==> src/rtl/fetch_stage_pkg.sv <==
// rtl/fetch_stage_pkg.sv - shared fetch-stage constants (PC targets, IM window, exception codes)
package fetch_stage_pkg;

    localparam logic [31:0] PC_RESET   = 32'h0000_3000;
    localparam logic [31:0] PC_HANDLER = 32'h0000_4180;
    localparam logic [31:0] IM_LO      = 32'h0000_3000;
    localparam logic [31:0] IM_HI      = 32'h0000_6FFC;
    localparam logic [4:0]  EXC_NONE   = 5'd0;
    localparam logic [4:0]  EXC_AdEL   = 5'd4;

    // Instruction fetch address error: misaligned or outside the instruction memory window.
    function automatic logic fetch_addr_error(input logic [31:0] pc);
        return (pc[1:0] != 2'b00) || (pc < IM_LO) || (pc > IM_HI);
    endfunction

endpackage

==> src/rtl/F_PC.sv <==
// rtl/F_PC.sv - program counter register; Req redirect wins over stall
module F_PC
    import fetch_stage_pkg::*;
(
    input  logic        clk,
    input  logic        reset,
    input  logic        stall,
    input  logic        Req,
    input  logic [31:0] npc,
    output logic [31:0] pc
);

    always_ff @(posedge clk or posedge reset) begin
        if (reset) begin
            pc <= PC_RESET;
        end else if (Req) begin
            pc <= PC_HANDLER;
        end else if (!stall) begin
            pc <= npc;
        end
    end

endmodule

==> src/rtl/fetch_stage.sv <==
// rtl/fetch_stage.sv - instruction fetch: PC, AdEL detection and the F/D pipeline register
module fetch_stage
    import fetch_stage_pkg::*;
(
    input  logic        clk,
    input  logic        reset,
    input  logic        stall,
    input  logic        Req,
    input  logic [31:0] npc,
    input  logic        Delaycheck,
    input  logic [31:0] i_inst_rdata,
    output logic [31:0] i_inst_addr,
    output logic [31:0] F_pc,
    output logic [31:0] D_pc,
    output logic [31:0] D_instr,
    output logic [4:0]  D_excode,
    output logic        D_bd
);

    logic        f_adel;
    logic [31:0] f_instr;
    logic [4:0]  f_excode;

    F_PC u_f_pc (
        .clk   (clk),
        .reset (reset),
        .stall (stall),
        .Req   (Req),
        .npc   (npc),
        .pc    (F_pc)
    );

    assign i_inst_addr = F_pc;

    // A faulting fetch travels on as a nop carrying AdEL; the PC keeps following npc
    // until CP0 raises Req from a later stage.
    assign f_adel   = fetch_addr_error(F_pc);
    assign f_instr  = f_adel ? 32'h0 : i_inst_rdata;
    assign f_excode = f_adel ? EXC_AdEL : EXC_NONE;

    always_ff @(posedge clk or posedge reset) begin
        if (reset) begin
            D_pc     <= PC_RESET;
            D_instr  <= 32'h0;
            D_excode <= EXC_NONE;
            D_bd     <= 1'b0;
        end else if (Req) begin
            D_pc     <= PC_HANDLER;
            D_instr  <= 32'h0;
            D_excode <= EXC_NONE;
            D_bd     <= 1'b0;
        end else if (!stall) begin
            D_pc     <= F_pc;
            D_instr  <= f_instr;
            D_excode <= f_excode;
            D_bd     <= Delaycheck;
        end
    end

endmodule

==> config.mk <==
export PLATFORM = sky130hd
export DESIGN_NAME = fetch_stage
export DESIGN_NICKNAME = d
export VERILOG_FILES = /design/src/rtl/fetch_stage_pkg.sv /design/src/rtl/F_PC.sv /design/src/rtl/fetch_stage.sv
export SDC_FILE = /design/constraint.sdc
export NUM_CORES = 1
export LEC_CHECK = 0
export CAP_MARGIN = 10
export CORE_AREA = 3 3 116 118
export DETAILED_ROUTE_END_ITERATION = 7
export DIE_AREA = 0 0 119 121
export GPL_ROUTABILITY_DRIVEN = 0
export GPL_TIMING_DRIVEN = 0
export PLACE_DENSITY = 0.76
export SYNTH_ARGS = -nofsm -noshare
export SYNTH_HDL_FRONTEND = slang
export SYNTH_SLANG_ARGS = --single-unit
==> constraint.sdc <==
create_clock -name clk -period 3.1 [get_ports clk]
set_clock_uncertainty 0.1 [all_clocks]
set_input_delay 0.465 -clock clk [delete_from_list [all_inputs] [get_ports clk]]
set_output_delay 0.465 -clock clk [all_outputs]
set_load 0.05 [all_outputs]
==> flow_summary.json <==
{
  "status": "finished, final reports clean",
  "cp_max_fo": 6,
  "cts_tree": "yes",
  "slew_violations": 0,
  "layout.cells.non_filler": 799,
  "die_width_microns": 119,
  "pre_cts_slack_ns": 1.02,
  "setup_tns_ns": 0,
  "postLayoutCellArea_sq_mm": 0.00742,
  "dieArea_sq_mm": 0.0144,
  "cts_root_buf": "clkbuf_16",
  "drive_gt1_share_pct": 19.0,
  "yosysTopAreaCellShare_pct": 48.3,
  "antenna_found_initial": 0,
  "postCtsSetupBuffers": 0,
  "grt_pass1_vias": 3976,
  "htreeDepth": 3,
  "leakagePower_nw": 3.14,
  "syn_area_sq_mm": 0.00487,
  "initial_core_util_pct": 38.8,
  "numCtsBuffers": 9,
  "viasPerCell": 4.81,
  "yosys.area.top_type": "dfrtp_1",
  "ant_nets": 0,
  "synthCells": 410,
  "drc": 0,
  "use_met1_pct": 25.1,
  "hold_viol_final": 0,
  "gr-total-overflow": 0,
  "wl_per_cell_microns": 17.3,
  "yosysSeqAreaShare_pct": 50.4,
  "vias": 3841,
  "drt_iter0_drc": 248,
  "ir_worst_vdd_mv": 0.213,
  "core.rowCount": 41,
  "ys_ff_latch": 98,
  "cts_buffer_depth": 2,
  "track_usage_pct": 19.0,
  "cts_resized": 0,
  "synth-main-ff-cell": "dfrtp_1",
  "placement.cell_area_sq_mm": 0.00711,
  "grt_first_pass_wirelength_mm": 21.8,
  "ys_warn_count": 0,
  "critPathTopFamily": "buffers and inverters",
  "cp.arrival_ns": 1.87,
  "max_freq_mhz": 410,
  "num_antenna_cells": 0,
  "cts.sinks": 98,
  "start_kind": "flop",
  "avgSynthCellArea_sq_um": 11.9,
  "area_growth_pct": 52.3,
  "clkTransAtPathRegs_ns": 0.07,
  "grt.busiest_layer": "met2",
  "rsz0062_at_grt": "no",
  "grt_max_degree": 42,
  "final_util_pct": 59.1,
  "postLayoutSetupSlackWorst_ns": 0.662,
  "synth.distinct_cells": 25,
  "worst_pin_slew_ns": 0.549,
  "core_area_sq_mm": 0.0126,
  "hpwl_mm": 10.4,
  "async_reset_ff_share_pct": 100,
  "synth_edf_count": 0,
  "worst-setup-path-type": "flop to primary output",
  "fin_crit_ns": 2.44,
  "crit_buf_inv": 2,
  "grtUsageMet3_pct": 4.66,
  "place_inst": 783,
  "relSlewSlack_pct": 63.3,
  "crit_slowest_cell": "clkdlybuf4s50_1",
  "crit_chain": "buf_4 -> clkdlybuf4s50_1",
  "maxCapViolations": 0,
  "first_pass_iters": 4,
  "io_pins": 203,
  "die_y_microns": 121,
  "hp-class": "flop to flop",
  "synth.most_common_cell": "dfrtp_1",
  "numPortBuffers": 196,
  "ctsHoldBuffers": 0,
  "fill_cells": 1038,
  "fin_nets": 691,
  "wl_mm": 13.8,
  "cpPeakStageDelay_ns": 0.82,
  "critPathRequiredTime_ns": 2.53,
  "synth_common_cells": "dfrtp_1, mux2i_1, nor2_1",
  "yosys-top-cells-area": "dfrtp_1, mux2i_1, o32ai_2",
  "pwr_density_cell_mw_per_mm2": 459,
  "end_kind": "primary output",
  "period_share_pct": 78.6,
  "clock_latency_ns": 0.34,
  "setup_viol": 0,
  "met2_usage_pct": 31.3
}
-- placed cells by master (no fill, tap or decap), types with 3 or more instances in the layout --
cell type	instances
nor4_4	3
dfrtp_1	94
buf_6	6
clkdlybuf4s50_1	196
buf_2	11
conb_1	4
mux2i_1	59
buf_4	43
nand3b_1	32
nand2_1	32
clkbuf_16	9
nor2b_1	6
clkinvlp_4	3
a211o_1	6
nor2_1	59
dfstp_2	4
clkbuf_1	12
o32ai_2	30
-- power by group --
group | switching [W] | internal [W]
Sequential | 0.0000514 | 0.00132
Clock | 0.000491 | 0.000709
Combinational | 0.000501 | 0.000330
-- cells by family after synthesis --
kind of cell | Yosys count | synth area share, %
multiplexers | 59 | 12.1
other | 1 | 0.0769
flip-flops | 98 | 50.4
AO/OA/AOI/OAI | 42 | 12.3
buffers and inverters | 73 | 10.1
AND/OR/NAND/NOR | 137 | 14.9
-- state kept, by name, indices dropped and copies added (netlist names) --
signal / count
D_pc: 32
u_f_pc.pc: 32
D_excode: 1
D_bd: 1
D_instr: 32
-- worst reg2reg max path, delay by kind of cell, from the launching register on --
kind	cells	cell delay, ns
buffers and inverters	1	0.21
DFF	1	0.43
AOI/OAI and AO/OA	1	0.27
and+or+nand+nor	2	0.69
-- layout make-up --
type	count	area, sq um	share of cell area [%]
buffer	71	487	6.56
clock buffer	10	229	3.08
clock inverter	6	88.8	1.20
inverter	2	11.3	0.152
multi-input combinational	242	1930	26.0
sequential	98	2460	33.1
tap	172	215	2.90
timing repair buffer	198	2000	27.0
-- path summary, 6_finish.rpt --
path                          startpoint               to  slack, ns  cells after the start
max                        u_f_pc.pc[12]  i_inst_addr[12]       0.66                      2
min                             D_pc[14]         D_pc[14]       0.40                      1
max reg2reg                u_f_pc.pc[25]      D_instr[21]       1.28                      4
min reg2reg                     D_pc[14]         D_pc[14]       0.40                      1
max in group asynchronous          reset    u_f_pc.pc[12]       1.89                      3
min in group asynchronous          reset         D_pc[21]       0.41                      2
-- metal layers --
metal  vias up  routed length, microns
li1       1813                       -
met1      1884                    5920
met2       133                    6860
met3        11                     865
met4         0                     159
met5         -                       0
-- through the flow --
| stage | total power [W] | hold slack, ns |
|---|---|---|
| after CTS | 0.00344 | 0.401 |
| after global placement | 0.00222 | 0.371 |
| after floorplan | 0.00193 | 0.518 |
| after global routing | 0.00353 | 0.420 |
| after detailed placement | 0.00224 | 0.383 |
| final | 0.00341 | 0.402 |
(Power assumes the default switching activity.)
